==> src/rtl/fifo_wr_arb.sv <==
// Round-robin arbiter sharing one synchronous-FIFO write port among NREQ producers, bursts of up to MAX_BURST beats.
// Define FIFO_ARB_STATS_EN to add per-requester saturating accepted-beat counters on beat_cnt.
module fifo_wr_arb #(
  parameter int NREQ       = 4,
  parameter int DATA_WIDTH = 8,
  parameter int MAX_BURST  = 4
) (
  input  logic                         clk,
  input  logic                         rst,
  input  logic [NREQ-1:0]              req,
  input  logic [NREQ*DATA_WIDTH-1:0]   din,
  output logic [NREQ-1:0]              gnt,
  output logic                         busy,
  output logic [$clog2(NREQ)-1:0]      owner,
  output logic                         fifo_we,
  output logic [DATA_WIDTH-1:0]        fifo_datain,
  input  logic                         fifo_full
`ifdef FIFO_ARB_STATS_EN
  ,
  output logic [NREQ*16-1:0]           beat_cnt
`endif
);

  localparam int OW = $clog2(NREQ);
  localparam int CW = $clog2(MAX_BURST + 1);

  localparam logic [0:0] IDLE = 1'b0;
  localparam logic [0:0] OWN  = 1'b1;

  logic [0:0]    state;
  logic [CW-1:0] bcnt;
  logic [OW-1:0] winner;
  logic          found;
  logic          beat;
  int unsigned   idx;

  // Search starts just after the last owner and wraps back to it, giving rotating priority.
  always_comb begin
    winner = owner;
    found  = 1'b0;
    idx    = 0;
    for (int unsigned k = 1; k <= NREQ; k++) begin
      idx = (32'(owner) + k) % 32'(NREQ);
      if (!found && req[OW'(idx)]) begin
        winner = OW'(idx);
        found  = 1'b1;
      end
    end
  end

  assign beat        = (state == OWN) && req[owner] && !fifo_full;
  assign fifo_we     = beat;
  assign busy        = (state == OWN);
  assign fifo_datain = din[32'(owner)*DATA_WIDTH +: DATA_WIDTH];

  always_comb begin
    gnt = '0;
    if (beat) gnt[owner] = 1'b1;
  end

  always_ff @(posedge clk or posedge rst) begin
    if (rst) begin
      state <= IDLE;
      owner <= OW'(NREQ - 1);
      bcnt  <= '0;
    end else begin
      case (state)
        IDLE: begin
          if (|req) begin
            owner <= winner;
            bcnt  <= '0;
            state <= OWN;
          end
        end
        default: begin
          if (!req[owner]) begin
            state <= IDLE;
          end else if (beat) begin
            bcnt <= bcnt + CW'(1);
            if (bcnt == CW'(MAX_BURST - 1)) state <= IDLE;
          end
        end
      endcase
    end
  end

`ifdef FIFO_ARB_STATS_EN
  logic [15:0] cnt [NREQ];

  always_ff @(posedge clk or posedge rst) begin
    if (rst) begin
      for (int unsigned i = 0; i < NREQ; i++) cnt[i] <= '0;
    end else begin
      for (int unsigned i = 0; i < NREQ; i++)
        if (gnt[i] && cnt[i] != '1) cnt[i] <= cnt[i] + 16'd1;
    end
  end

  always_comb begin
    beat_cnt = '0;
    for (int unsigned i = 0; i < NREQ; i++) beat_cnt[i*16 +: 16] = cnt[i];
  end
`endif

endmodule

==> config.mk <==
export PLATFORM = sky130hd
export DESIGN_NAME = fifo_wr_arb
export DESIGN_NICKNAME = d
export VERILOG_FILES = /design/src/rtl/fifo_wr_arb.sv
export SDC_FILE = /design/constraint.sdc
export NUM_CORES = 1
export LEC_CHECK = 0
export BUFFER_PORTS_ARGS = -buffer_cell sky130_fd_sc_hd__buf_2
export CAP_MARGIN = 20
export CELL_PAD_IN_SITES_DETAIL_PLACEMENT = 1
export CELL_PAD_IN_SITES_GLOBAL_PLACEMENT = 1
export CORE_AREA = 2 2 54 56
export CTS_CLUSTER_DIAMETER = 120
export DETAILED_ROUTE_END_ITERATION = 16
export DIE_AREA = 0 0 56 58
export GPL_TIMING_DRIVEN = 0
export PLACE_DENSITY = 0.8
export REMOVE_ABC_BUFFERS = 1
export SETUP_SLACK_MARGIN = 0.15
export SKIP_LAST_GASP = 1
export SYNTH_ARGS = -nofsm -noshare
export SYNTH_HDL_FRONTEND = slang
export SYNTH_SLANG_ARGS = --single-unit
==> constraint.sdc <==
create_clock -name clk -period 4.6 [get_ports clk]
set_input_delay 0.46 -clock clk [delete_from_list [all_inputs] [get_ports clk]]
set_output_delay 0.46 -clock clk [all_outputs]
set_load 0.02 [all_outputs]
# After elaboration in Yosys (flattened, before gate mapping)
# Cells that the tools add are included.
dict set report totals {
  input_bits 39
  output_inout_bits 16
  elab_cells 63
  reg_bits 6
}
dict set report op_classes {
  bitwise_logic 1
  shift 1
  mux 29
  n_addsub 5
  n_eq_ne 3
  n_reduce_logical 15
  magnitude_cmp 6
}
# op count
set op_table {}
lappend op_table {{32-bit by 6-bit indexed part select with 8-bit output} 1}
lappend op_table {{2-bit by 3-bit less-than comparator with 1-bit output (second input constant)} 5}
lappend op_table {{1-bit 2-to-1 mux} 14}
lappend op_table {{3-bit 2-to-1 mux} 4}
lappend op_table {{1-bit binary-select mux with 2-bit select} 5}
lappend op_table {{2-bit 2-to-1 mux} 4}
lappend op_table {{1-bit logical AND} 6}
lappend op_table {{3-bit AND reduction} 2}
lappend op_table {{2-bit by 1-bit adder with 2-bit output (second input constant)} 2}
lappend op_table {{2-bit adder (second input constant)} 2}
lappend op_table {{1-bit zero test} 4}
lappend op_table {{4-bit 2-to-1 mux} 1}
lappend op_table {{4-bit nonzero test} 1}
lappend op_table {{4-bit OR reduction} 1}
lappend op_table {{3-bit by 1-bit adder with 3-bit output (second input constant)} 1}
lappend op_table {{3-bit by 2-bit == test with 1-bit output (second input constant)} 1}
lappend op_table {{1-bit demux with 2-bit select} 1}
lappend op_table {{2-bit by 1-bit greater-or-equal comparator with 1-bit output (second input constant)} 1}
lappend op_table {{2-bit by 1-bit inequality test with 1-bit output (second input constant)} 1}
lappend op_table {{2-bit inequality test (second input constant)} 1}
lappend op_table {{2-bit nonzero test} 1}
lappend op_table {{1-bit inverter} 1}

# Logic depth before layout (Yosys ltp)
dict set report depth {
  depth_word 14
  depth_mapped 9
  ltp_nobuf 6
}

# Least setup slack after synthesis
# OpenSTA, ideal clock, no wires.
dict set report synth_path {
  path_type {register to register}
  from {reg owner[0]}
  to {reg owner[1]}
  required_ns 4.514
  path_buffers 3
  path_slack_ns 2.062
  setup_time_ns 0.086
  stages_incl_launch_ff 10
  synth_period_minus_slack_ns 2.538
  t_arrival_ns 2.452
  cell_sequence {dfstp_2 -> buf_6 -> buf_2 -> inv_2 -> ha_1 -> clkbuf_1 -> mux4_2 -> or3_1 -> a21oi_1 -> a31oi_1}
}
dict set report synth_via {
  elab_chain_len 14
  elab_cells_between_ends 27
  classes_between {add/sub: 4; mux: 15; reduce/logical: 8}
}
# element line_no
set synth_lines {}
lappend synth_lines {{start: declaration} 14} ;# output logic [$clog2(NREQ)-1:0] owner,
lappend synth_lines {{start signal: assignment} 64} ;# owner <= OW'(NREQ - 1);
lappend synth_lines {{start signal: assignment} 70} ;# owner <= winner;
lappend synth_lines {{2-bit by 1-bit adder with 2-bit output} 43} ;# idx = (32'(owner) + k) % 32'(NREQ);
lappend synth_lines {{1-bit binary-select mux with 2-bit select} 44} ;# if (!found && req[OW'(idx)]) begin
lappend synth_lines {{1-bit 2-to-1 mux (not written as such)} 44}
lappend synth_lines {{1-bit 2-to-1 mux} 44}
lappend synth_lines {{1-bit zero test} 44}
lappend synth_lines {{1-bit logical AND} 44}
lappend synth_lines {{1-bit 2-to-1 mux} 44}
lappend synth_lines {{1-bit zero test} 44}
lappend synth_lines {{1-bit logical AND} 44}
lappend synth_lines {{1-bit 2-to-1 mux} 44}
lappend synth_lines {{1-bit zero test} 44}
lappend synth_lines {{1-bit logical AND} 44}
lappend synth_lines {{4-bit nonzero test (no source line)} -}
lappend synth_lines {{3-bit AND reduction (no source line)} -}
# Several ways; a longest one is shown, not always the timed one. The select of a mux whose other input is x is not followed.
# A chain may end at the register's enable or synchronous reset.

# Final worst setup path
dict set report layout_path {
  from {reg owner[0]}
  to {out gnt[1]}
}
dict set report layout_via {
  elab_chain_len 5
  elab_cells_between_ends 10
  classes_between {order compare: 2; mux: 5; reduce/logical: 3}
}
# element line_no
set layout_lines {}
lappend layout_lines {{2-bit by 3-bit less-than comparator with 1-bit output (not written as such) (tied with other cells)} 58} ;# if (beat) gnt[owner] = 1'b1;
lappend layout_lines {{1-bit logical AND (not written as such) / 1-bit 2-to-1 mux (equally long branches)} {58, 51}}
lappend layout_lines {{1-bit 2-to-1 mux (not written as such) / 1-bit logical AND (equally long branches)} {58, 51}}
lappend layout_lines {{1-bit demux with 2-bit select / 1-bit logical AND (equally long branches)} {58, 51}}
lappend layout_lines {{4-bit 2-to-1 mux (*)} 58}
lappend layout_lines {{end: declaration} 12} ;# output logic [NREQ-1:0] gnt,
# Mark *: on every way between the ends. The rest lies on a longest branch, timed or not. The select of a mux whose other input is x is not followed.

==> flow_metrics.py <==
metrics = {
    "synthesis": {
        "yosysSeqAreaShare_pct": 19.3,
        "yosysMostFrequentCell": "mux4_2",
        "synth-edff-count": 0,
        "netlist_area_um2": 791,
        "ys_warn_count": 0,
        "synth_area_leaders": "mux4_2 (34%), dfrtp_1 (13%), ha_1 (9.5%), dfstp_2 (6.6%), mux2i_1 (3.8%)",
        "synth_area_leader_cell": "mux4_2",
        "synthCells": 74,
        "syn-mean-instance-area_um2": 10.7,
        "netlist_top_cells_count": "mux4_2 (12), nand2_1 (7), ha_1 (6)",
        "async_reset_ff_share_pct": 100,
        "ys_types": 31,
        "synth-seq-cells": 6,
        "netlist.area_leader.share_pct": 34.2,
        "synthFlopType": "dfrtp_1",
    },
    "final_layout": {
        "syn_to_final_growth_pct": 37.3,
        "drive_above_1_share_pct": 57.1,
        "layout.cells.non_filler": 157,
        "final_net_count": 173,
        "fillers": 327,
        "num_antenna_cells": 0,
    },
    "cts": {
        "clockRootBuffer": "clkbuf_4",
        "cts_tree": "yes",
        "htreeDepth": 1,
        "clkLatencyLatePin_ns": 0.25,
        "postCtsSetupRepairBufs": 0,
        "cts_num_sinks": 6,
        "clk_pin_slew_ns": 0.05,
        "cts-resized-gates": 0,
        "numCtsBuffers": 3,
        "hold_buffers": 0,
        "clock_path_buffers": 2,
    },
    "floorplan": {
        "die_area_um2": 3250,
        "start_util_pct": 29.7,
        "core_area_um2": 2660,
        "die_h_um": 58,
        "dieWidth_um": 56,
        "io_pins": 55,
        "core.rowCount": 19,
    },
    "timing": {
        "tns_ns": 0,
        "hold_violations": 0,
        "maxSlewViolCount": 0,
        "fmax_mhz": 355,
        "worst_slew_margin_rel_pct": 65.1,
        "timing.hold.ws_ns": 0.122,
        "finClkSkew_ns": 0.00707,
        "rsz0062_at_grt": "false",
        "min_period_over_period_pct": 61.2,
        "finalSetupViolCount": 0,
        "min_period_ns": 2.81,
        "tightest_slew_ns": 0.523,
    },
    "place": {
        "post-dp-hpwl_um": 1930,
        "port_buffers": 54,
        "place_inst": 154,
        "place_congestion": 0.718,
    },
    "worst_setup_path": {
        "cp-start-kind": "flip-flop",
        "crit_path_end_kind": "output pin",
        "cp.required_ns": 4.14,
        "crit_fanout": 19,
        "regToRegSetupSlack_ns": 2.14,
        "worstReg2RegStart": "owner[0]$_DFFE_PP1P_",
        "r2r-end": "owner[1]$_DFFE_PP1P_",
        "reg2regPathDepth": 6,
        "setup.worst_path.class": "flip-flop to output pin",
        "crit_arrival_ns": 2.35,
    },
    "drt": {
        "drt_pass1_iterations": 4,
        "dr_total_vias": 805,
        "route.detailed.drc": 0,
        "detail-route-antenna-nets": 0,
        "routed_wl_um": 2370,
        "initialDrtViolationCount": 24,
        "vias_per_cell": 5.13,
        "drt-wirelength-per-cell_um": 15.1,
    },
    "grt": {
        "grt_pass1_vias": 809,
        "antenna_found_initial": 0,
        "grt_overflow": 0,
        "grt_pass1_wl_um": 3740,
        "grtUsageTotal_pct": 14.7,
        "grt_max_degree": 20,
    },
    "job": {
        "maxCapViolCount": 0,
    },
    "run_status": {
        "status": "finished, final reports clean",
    },
    "pwr": {
        "ir_drop_mv": 0.275,
        "leakagePower_uw": 0.000547,
        "p_per_area_nw_per_um2": 601,
    },
    "worst_hold_path": {
        "min_path_type": "input port to asynchronous set/reset pin",
    },
}
worst max path at each step:
stage | start | endpoint | slack [ns]
finish | owner[0]$_DFFE_PP1P_ | gnt[1] | 1.79
global route | owner[0]$_DFFE_PP1P_ | gnt[1] | 1.62
CTS | owner[0]$_DFFE_PP1P_ | gnt[1] | 1.74
detailed placement | owner[0]$_DFFE_PP1P_ | gnt[1] | 2.01
global placement | owner[0]$_DFFE_PP1P_ | gnt[0] | 2.06
floorplan | owner[0]$_DFFE_PP1P_ | gnt[0] | 2.12
where the power goes:
group	switching [uW]	internal, uW
Combinational	225	223
Sequential	72.7	83.7
Clock	19.4	29.5
stage by stage:
step | utilization (%) | area, um^2 | setup WS, ns | total power (uW)
2_1_floorplan | - | 754 | 2.12 | 472
3_3_place_gp | 39.9 | 1060 | 2.06 | 586
3_5_place_dp | 39.9 | 1060 | 2.01 | 612
4_1_cts | 40.8 | 1090 | 1.74 | 664
5_1_grt | 40.8 | 1090 | 1.62 | 709
6_report | 40.8 | 1090 | 1.79 | 653
logic make-up (layout without fill, tap and decap cells):
group	Yosys count	in the layout	synth area share, %
fa+ha+maj	6	6	9.49
mux	15	15	38.0
buf+inv	11	63	7.44
simple gates	22	22	14.1
flops	6	6	19.3
compound gates	14	14	11.7
cells in the final DEF (no fill, tap or decap), types with 2 or more instances in the layout:
master / n
nor2b_1: 2
inv_1: 5
nand2_1: 7
nor2_1: 3
clkbuf_4: 3
mux4_2: 12
o22ai_1: 2
a21oi_1: 2
dfstp_2: 2
mux2i_1: 3
o21ai_0: 2
and2_1: 4
buf_2: 54
ha_1: 6
dfrtp_1: 4
layout make-up:
class	count	area, um^2	share of cell area, %
Tap cell	31	38.8	3.57
Timing Repair Buffer	54	270	24.9
Sequential cell	6	153	14.1
Inverter	6	22.5	2.07
Multi-Input combinational cell	57	579	53.3
Clock buffer	3	22.5	2.07
state kept, by name, indices dropped and copies added, names as in the netlist:
register / cells
bcnt: 3
owner: 2
busy: 1
worst max-delay path, stage by stage, from the launching register on:
cell	delay, ns
dfstp_2	0.86
mux4_2	0.58
and3_1	0.30
and2_1	0.20
buf_2	0.15
metal layers:
layer  vias up  part of all wire (%)  global-route usage (%)
met5         -                     0                       0
met4         0                   2.3                    8.16
met3         6                   3.4                    2.46
met2        21                    55                    25.9
met1       390                    39                    17.1
li1        388                     -                       -
Note: power is estimated with default switching activity, not from simulation.
